===== config.mk =====
export PLATFORM = sky130hd
export DESIGN_NAME = fifo_byte_serializer
export DESIGN_NICKNAME = d
export VERILOG_FILES = /design/src/rtl/fifo_pkg.sv /design/src/rtl/byte_shifter.sv /design/src/rtl/fifo_byte_serializer.sv
export SDC_FILE = /design/constraint.sdc
export NUM_CORES = 1
export LEC_CHECK = 0
export ABC_CLOCK_PERIOD_IN_PS = 2300
export CAP_MARGIN = 0
export CORE_MARGIN = 5
export CORE_UTILIZATION = 35
export DETAILED_ROUTE_END_ITERATION = 16
export PLACE_DENSITY_LB_ADDON = 0.1
export SYNTH_ARGS = -nofsm -noshare
export SYNTH_HDL_FRONTEND = slang
export SYNTH_HIERARCHICAL = 1
export SYNTH_SLANG_ARGS = --single-unit

===== constraint.sdc =====
create_clock -name clock -period 2.3 [get_ports clock]
set_input_delay 0.46 -clock clock [delete_from_list [all_inputs] [get_ports clock]]
set_output_delay 0.46 -clock clock [all_outputs]
set_load 0.005 [all_outputs]

===== src/rtl/fifo_pkg.sv =====
// fifo_pkg: shared types and defaults for the FIFO byte serializer.
package fifo_pkg;
   localparam int DEF_DATA_WIDTH = 32;
   typedef logic [7:0] byte_t;
   typedef enum logic [2:0] {IDLE, REQ, WAIT, SEND, CSUM} ser_state_e;
endpackage


===== src/rtl/byte_shifter.sv =====
// byte_shifter: parallel-load word register shifted out MSB byte first, with byte index and done flag.
module byte_shifter
   import fifo_pkg::*;
#(
   parameter int DATA_WIDTH = DEF_DATA_WIDTH
) (
   input  logic                  clock,
   input  logic                  reset_n,
   input  logic                  load,
   input  logic [DATA_WIDTH-1:0] load_data,
   input  logic                  shift,
   output byte_t                 msb_byte,
   output logic                  done
);
   localparam int BYTES = DATA_WIDTH / 8;
   localparam int IW = BYTES > 1 ? $clog2(BYTES) : 1;
   logic [DATA_WIDTH-1:0] shift_q, shift_d;
   logic [IW-1:0]         idx_q, idx_d;
   assign msb_byte = shift_q[DATA_WIDTH-1 -: 8];
   assign done     = idx_q == IW'(BYTES - 1);
   always_comb begin
      shift_d = load ? load_data : shift ? shift_q << 8 : shift_q;
      idx_d   = load ? '0 : shift ? (done ? '0 : idx_q + IW'(1)) : idx_q;
   end
   always_ff @(posedge clock or negedge reset_n) begin
      if (!reset_n) begin
         shift_q <= '0;
         idx_q   <= '0;
      end else begin
         shift_q <= shift_d;
         idx_q   <= idx_d;
      end
   end
endmodule


===== src/rtl/fifo_byte_serializer.sv =====
// fifo_byte_serializer: pops FIFO words and emits them MSB-first as a valid/ready byte stream with frame marking.
// Define SERIALIZER_CHECKSUM_EN to append an XOR checksum byte after each frame.
module fifo_byte_serializer
   import fifo_pkg::*;
#(
   parameter int DATA_WIDTH  = DEF_DATA_WIDTH,
   parameter int RD_LATENCY  = 1,
   parameter int FRAME_WORDS = 4
) (
   input  logic                  clock,
   input  logic                  reset_n,
   input  logic                  fifo_empty,
   input  logic [DATA_WIDTH-1:0] fifo_data,
   output logic                  fifo_rd,
   output byte_t                 byte_out,
   output logic                  byte_valid,
   input  logic                  byte_ready,
   output logic                  byte_last,
   output logic                  busy,
   output logic [15:0]           word_count
);
   localparam int FW = FRAME_WORDS > 1 ? $clog2(FRAME_WORDS) : 1;
   ser_state_e    state_q, state_d;
   logic [1:0]    lat_q, lat_d;
   logic [FW-1:0] frame_q, frame_d;
   logic [15:0]   word_count_q, word_count_d;
   logic          load, shift, done, hs, frame_last;
   byte_t         sh_byte;
   byte_shifter #(.DATA_WIDTH(DATA_WIDTH)) u_shifter (
      .clock    (clock),
      .reset_n  (reset_n),
      .load     (load),
      .load_data(fifo_data),
      .shift    (shift),
      .msb_byte (sh_byte),
      .done     (done)
   );
   assign frame_last = frame_q == FW'(FRAME_WORDS - 1);
   assign hs         = byte_valid & byte_ready;
   assign fifo_rd    = state_q == REQ;
   assign busy       = state_q != IDLE;
   assign word_count = word_count_q;
`ifdef SERIALIZER_CHECKSUM_EN
   byte_t csum_q, csum_d;
   assign byte_valid = state_q == SEND || state_q == CSUM;
   assign byte_out   = state_q == SEND ? sh_byte : state_q == CSUM ? csum_q : 8'h00;
   assign byte_last  = state_q == CSUM;
   always_comb begin
      csum_d = csum_q;
      if (hs)
         csum_d = state_q == CSUM ? 8'h00 : csum_q ^ sh_byte;
   end
   always_ff @(posedge clock or negedge reset_n) begin
      if (!reset_n) csum_q <= 8'h00;
      else          csum_q <= csum_d;
   end
`else
   assign byte_valid = state_q == SEND;
   assign byte_out   = state_q == SEND ? sh_byte : 8'h00;
   assign byte_last  = state_q == SEND && done && frame_last;
`endif
   always_comb begin
      state_d      = state_q;
      lat_d        = lat_q;
      frame_d      = frame_q;
      word_count_d = word_count_q;
      load         = 1'b0;
      shift        = 1'b0;
      case (state_q)
         IDLE: if (!fifo_empty) state_d = REQ;
         REQ: begin
            state_d = WAIT;
            lat_d   = 2'(RD_LATENCY - 1);
         end
         WAIT: begin
            if (lat_q == 2'd0) begin
               load    = 1'b1;
               state_d = SEND;
            end else begin
               lat_d = lat_q - 2'd1;
            end
         end
         SEND: begin
            if (hs) begin
               shift = 1'b1;
               if (done) begin
                  word_count_d = word_count_q + 16'd1;
                  frame_d      = frame_last ? '0 : frame_q + FW'(1);
`ifdef SERIALIZER_CHECKSUM_EN
                  state_d      = frame_last ? CSUM : IDLE;
`else
                  state_d      = IDLE;
`endif
               end
            end
         end
         CSUM: if (hs) state_d = IDLE;
         default: state_d = IDLE;
      endcase
   end
   always_ff @(posedge clock or negedge reset_n) begin
      if (!reset_n) begin
         state_q      <= IDLE;
         lat_q        <= 2'd0;
         frame_q      <= '0;
         word_count_q <= 16'd0;
      end else begin
         state_q      <= state_d;
         lat_q        <= lat_d;
         frame_q      <= frame_d;
         word_count_q <= word_count_d;
      end
   end
endmodule

==> metrics.md, run 1 <==
| Metric | Value |
|---|---|
| Fillers | 735 |
| Yosys top cell area share | 0.506 |
| Post-route minimum period | 2.21 ns |
| Share of cells above drive strength 1 | 0.0940 |
| F_max | 452 MHz |
| Mux share of post-synthesis cell area | 0.106 |
| Cells after Synth | 258 |
| Worst-path fanout max | 8 |
| Grt ovf | 0 |
| Synth Area in Simple Gates | 0.154 |
| XOR/XNOR Fraction of Synth Area | 0.0537 |
| Max_cap viols | 0 |
| Register bit count reported by yosys | 56 |
| Worst-case clock buffer depth | 2 |
| Routed len/inst | 12.8 um |
| Unique masters post-synth | 30 |
| EDFF count, synth | 0 |
| Die footprint | 9790 um2 |
| Synthesis Warnings | 6 |
| Area of the multi-input gates | 1180 um2 |
| Fin nets | 363 |
| Avg Vias per Cell | 4.53 |
| Adder-Cell Fraction of Synth Area | 0.0407 |
| Detailed Route WL | 5380 um |
| Post-DP Area | 3450 um2 |
| Starting DRC count in detailed routing | 55 |
| Port Buf Inserts | 63 |
| WP data arrival | 1.75 ns |
| RSZ-0062 raised after global routing | no |
| Sequential cell area | 1400 um2 |
| Final period utilization | 0.961 |
| Setup ws final | 0.0899 ns |
| First-pass GRT wire length | 9060 um |
| Starting Density | 0.358 |
| Sum Neg Setup Slack | 0 ns |
| DRT Pass-1 Iters | 4 |
| Area growth syn-to-layout | 28.3% |
| Setup WS pre-CTS | 0.276 ns |
| Worst Hold Class | in -> async |
| Die X | 99.0 um |
| Crit path kind | reg -> out |
| Main combinational cell family by area after synthesis | simple AND/OR/NAND/NOR gates |
| Tightest Pin Transition | 0.707 ns |
| Clock root buffer | clkbuf_8 |
| Top post-synthesis cells by area | dfrtp_1 51%, mux2i_1 9.4%, nand2_1 5.3%, xnor2_1 4.1%, ha_1 4.1% |
| Critical path launch point type | flip-flop |
| Crit end category | output pin |
| Rel. slew slack | 0.528 |
| GRT Total Usage | 0.113 |
| DR vias | 1909 |
| Prevailing post-synth register cell | dfrtp_1 |
| Syn Area/Cell | 10.7 um2 |
| DP HPWL | 3980 um |
| Core ar. | 7730 um2 |
| CP Data Required Time | 1.84 ns |
| Synth Area in Compound Gates | 0.0723 |
| H-tree Lvls | 2 |
| Power Total | 3.41 mW |
| CTS tree | built |
| Residual DRC | 0 |
| Largest net degree at the start of global routing | 57 |
| CTS buffer count | 5 |
| Diode count | 0 |
| Leakage | 1.51 nW |
| Post-Syn Area | 2770 um2 |
| Antenna-violating nets left | 0 |
| FP Rows | 32 |
| Die Ht | 99.0 um |
| Power Dens Cells | 959 nW/um2 |
| Initial antenna violation count | 0 |
| Vias in the first global route | 1931 |
| Final Cell Area | 3550 um2 |
| VDD IR-drop max | 0.504 mV |
| Final-report hold violation count | 0 |
| Syn Nets | 303 |
| R2R Setup Slk | 0.59 ns |
| Status | finished, final reports clean |
| Asr flop ratio synth | 1.00 |
| Sequential area share after synthesis | 0.506 |
| Clock Latency Late Sink | 0.31 ns |
| Yosys top cell by area | dfrtp_1 |
| Pins Over Slew Limit | 0 |
| Top Ports | 64 |
| Reg clk slew, reported paths | 0.11 ns |
| Clk sinks | 56 |
| Endpoints failing setup | 0 |
| Clock Skew | 0.0119 ns |
| GP Congestion | 0.731 |
## layout by cell type, fill, tap and decap left out, types with 3 or more instances in the layout
master,instances
and3_1,3
o21ai_1,20
xnor2_1,13
buf_4,8
o21ai_0,15
clkdlybuf4s50_1,62
nand2b_1,10
clkbuf_8,5
nand2_1,39
nand3_1,5
mux2i_1,26
and2_1,8
ha_1,9
xor2_1,4
inv_1,7
mux2_2,3
dfrtp_1,55
nor2_1,5
## what timing repair did
item                                    CTS  global route
gates resized for setup                   0             1
hold buffers                              0             0
setup buffers                             0             2
endpoints found under the setup margin    0             3
## registers in the layout, indices dropped and copies added, names as in the netlist
signal,count
lat_q,2
state_q,2
u_shifter/shift_q,32
word_count,16
u_shifter/idx_q,2
frame_q,2
## worst max-delay path, stage by stage, from the launching register on
cell and delay [ns]:
dfrtp_1 0.43, ha_1 0.19, buf_4 0.16, and3_2 0.18
clkdlybuf4s50_1 0.49
## synthesized netlist by cell type (all sizes together), types with 3 or more instances
master  count
dfrtp      56
nand2      39
o21ai      35
mux2i      26
buf        18
xnor2      13
and2       10
nand2b     10
ha          9
inv         7
nand3       6
and3        5
nor2        5
xor2        4
mux2        3
## stage by stage
stage | instances | util | hold slack [ns]
floorplan | 258 | - | 0.164
global placement | 411 | 0.446 | 0.470
detailed placement | 411 | 0.446 | 0.482
CTS | 419 | 0.458 | 0.307
global route | 421 | 0.460 | 0.339
finish | 421 | 0.460 | 0.268
## final timing paths
kind	endpoint	cells past startpoint	start
worst max-delay path	byte_last	4	state_q[1]
worst min-delay path	word_count[14]	2	reset_n
worst max register to register	u_shifter/shift_q[22]	6	state_q[1]
worst min register to register	word_count[15]	1	word_count[15]
max in group asynchronous	state_q[0]	2	reset_n
min in group clock	word_count[15]	1	word_count[15]
## where the power goes
group / internal [mW] / leakage (nW) / total [mW] / switching [mW]
clock network: 0.218 / 0.0414 / 0.537 / 0.320
registers: 1.31 / 0.718 / 1.50 / 0.189
logic: 0.710 / 0.746 / 1.37 / 0.660
total: 2.24 / 1.51 / 3.41 / 1.17
## cell type report
class | instances | area share
inverter | 7 | 0.00739
clock buffer | 6 | 0.0204
multi-input combinational | 175 | 0.333
sequential | 56 | 0.395
clock inverter | 2 | 0.00458
tap | 102 | 0.0359
timing repair buffer | 73 | 0.204
## cell families after synthesis
kind of cell / after synthesis
AND/OR/NAND/NOR: 82
flip-flops: 56
AO/OA/AOI/OAI: 38
multiplexers: 29
buffers and inverters: 27
XOR/XNOR: 17
adder cells (fa/ha/maj): 9
## layer usage
metal / share of wire / global-route usage / routed length (um) / vias to the layer above
li1: - / - / - / 976
met1: 0.46 / 0.140 / 2450 / 890
met2: 0.48 / 0.192 / 2600 / 38
met3: 0.051 / 0.0290 / 276 / 5
met4: 0.011 / 0.0347 / 60 / 0
met5: 0 / 0 / 0 / -
No activity file was read; power rests on OpenSTA's default activity.
==> run 2, diff against run 1 <==
--- a/config.mk
+++ b/config.mk
@@ -8,8 +8,9 @@
 export ABC_CLOCK_PERIOD_IN_PS = 2300
 export CAP_MARGIN = 0
 export CORE_MARGIN = 5
-export CORE_UTILIZATION = 35
+export CORE_UTILIZATION = 45
 export DETAILED_ROUTE_END_ITERATION = 16
+export MAX_ROUTING_LAYER = met4
 export PLACE_DENSITY_LB_ADDON = 0.1
 export SYNTH_ARGS = -nofsm -noshare
 export SYNTH_HDL_FRONTEND = slang
==> run 2 against run 1 <==
Clock skew increased by 0.00067 ns. Wire length fell by 4.4%. Register-to-register slack got worse by 0.05 ns. Total power fell by 0.51%. Fmax increased by 0.17%. Non-clock buffer count is 5 lower. Design area shrank 1.4%. Critical path type unchanged. First-iteration DRC count rose by 67%.
==> metrics.md, run 2 (synthesis results as in run 1) <==
| Metric | Value |
|---|---|
| Status | finished, final reports clean |
| Setup WS pre-CTS | 0.231 ns |
| Clock Skew | 0.0126 ns |
| First-pass GRT wire length | 8870 um |
| Worst-path fanout max | 13 |
| Core ar. | 5960 um2 |
| Max reg flops | 32 |
| Fillers | 558 |
| DRT Pass-1 Iters | 6 |
| Port Buf Inserts | 63 |
| GRT Total Usage | 0.150 |
| Starting DRC count in detailed routing | 92 |
| CP Data Required Time | 1.84 ns |
| Clock root buffer | clkbuf_8 |
| RSZ-0062 raised after global routing | no |
| Routed len/inst | 13.2 um |
| Clock Latency Late Sink | 0.31 ns |
| Crit path kind | reg -> out |
| Die X | 88.5 um |
| CTS buffer count | 5 |
| Sequential cell area | 1400 um2 |
| Die footprint | 7830 um2 |
| Most frequent cells in the layout | 62 x clkdlybuf4s50_1, 56 x dfrtp_1, 39 x nand2_1, 26 x mux2i_1, 20 x o21ai_1 |
| Starting Density | 0.465 |
| Worst-case clock buffer depth | 2 |
| Pins Over Slew Limit | 0 |
| Final-report hold violation count | 0 |
| Max_cap viols | 0 |
| H-tree Lvls | 2 |
| DR vias | 1912 |
| DP HPWL | 3630 um |
| GP Congestion | 0.778 |
| FP Rows | 28 |
| Sum Neg Setup Slack | 0 ns |
| CTS tree | built |
| Grt ovf | 0 |
| Vias in the first global route | 1884 |
| Crit end category | output pin |
| Largest net degree at the start of global routing | 57 |
| Diode count | 0 |
| Worst Hold Class | in -> async |
| Top reg by flops | u_shifter/shift_q |
| Post-Route Utilization | 0.588 |
| Setup ws final | 0.0937 ns |
| Fin nets | 358 |
| VDD IR-drop max | 0.565 mV |
| F_max | 453 MHz |
| Endpoints failing setup | 0 |
| Clk sinks | 56 |
| Detailed Route WL | 5150 um |
| Area of the multi-input gates | 1180 um2 |
| Reg2Reg Depth | 6 |
| Avg Vias per Cell | 4.92 |
| Most common cell after layout, fill and taps aside | clkdlybuf4s50_1 |
| Rel. slew slack | 0.675 |
| Post-route minimum period | 2.21 ns |
| Top Ports | 64 |
| Hold buffer count at cts | 0 |
| Residual DRC | 0 |
| R2R Setup Slk | 0.54 ns |
| Critical path launch point type | flip-flop |
| Final period utilization | 0.959 |
| Power Dens Cells | 968 nW/um2 |
| Area growth syn-to-layout | 26.5% |
| WP data arrival | 1.75 ns |
| Share of cells above drive strength 1 | 0.0796 |
| Reg clk slew, reported paths | 0.10 ns |
| Leakage | 1.49 nW |
| Initial antenna violation count | 0 |
| Antenna-violating nets left | 0 |
| Die Ht | 88.5 um |
| Tightest Pin Transition | 0.484 ns |
run 2: worst max-delay path, cell delays in order (launching register included):
cell,delay (ns)
dfrtp_1,0.42
ha_1,0.18
buf_6,0.15
and3_2,0.18
clkdlybuf4s50_1,0.50
run 2: layout make-up:
cell class,count,area share
Tap cell,75,0.0268
Timing Repair Buffer,68,0.201
Sequential cell,56,0.400
Clock inverter,3,0.00750
Multi-Input combinational cell,175,0.338
Clock buffer,5,0.0196
Inverter,7,0.00750
run 2: path summary, 6_finish.rpt:
check                          startpoint                    end
max                            state_q[1]              byte_last
min                               reset_n  u_shifter/shift_q[27]
max reg2reg                    state_q[1]         word_count[10]
min reg2reg                word_count[15]         word_count[15]
max in group asynchronous         reset_n  u_shifter/shift_q[10]
min in group clock         word_count[15]         word_count[15]
run 2: report_power, final:
group | internal [mW] | total, mW | leakage [nW] | switching [mW]
sequential | 1.31 | 1.51 | 0.719 | 0.200
combinational | 0.680 | 1.32 | 0.725 | 0.640
clock | 0.225 | 0.560 | 0.0491 | 0.335
run 2: repair_timing:
| item | in CTS | in global routing |
|---|---|---|
| buffers inserted | 0 | 1 |
| resized for setup | 0 | 1 |
| endpoints found under the hold margin | 0 | 0 |
| setup endpoints to repair | 0 | 4 |
run 2: per-layer routing:
| layer | part of all wire | wire length (um) | GRT usage | vias to the layer above |
|---|---|---|---|---|
| met5 | 0 | 0 | - | - |
| met1 | 0.50 | 2560 | 0.208 | 904 |
| met4 | 0.0080 | 41 | 0.0371 | 0 |
| met3 | 0.052 | 268 | 0.0391 | 4 |
| li1 | - | - | - | 964 |
| met2 | 0.44 | 2280 | 0.220 | 40 |
run 2: per-stage QoR:
stage	hold WS [ns]	cells	instance area (um2)	power, mW
6_report	0.132	389	3500	3.39
3_3_place_gp	0.470	380	3400	2.81
2_1_floorplan	0.164	258	2770	2.52
4_1_cts	0.136	388	3490	3.42
5_1_grt	0.132	389	3500	3.73
3_5_place_dp	0.470	380	3400	2.85
==> run 3, diff against run 2 <==
--- a/config.mk
+++ b/config.mk
@@ -12,6 +12,7 @@
 export DETAILED_ROUTE_END_ITERATION = 16
 export MAX_ROUTING_LAYER = met4
 export PLACE_DENSITY_LB_ADDON = 0.1
+export SKIP_CTS_REPAIR_TIMING = 1
 export SYNTH_ARGS = -nofsm -noshare
 export SYNTH_HDL_FRONTEND = slang
 export SYNTH_HIERARCHICAL = 1
==> results of run 3 <==
Final layout, timing and power as in run 2 (identical DEF).
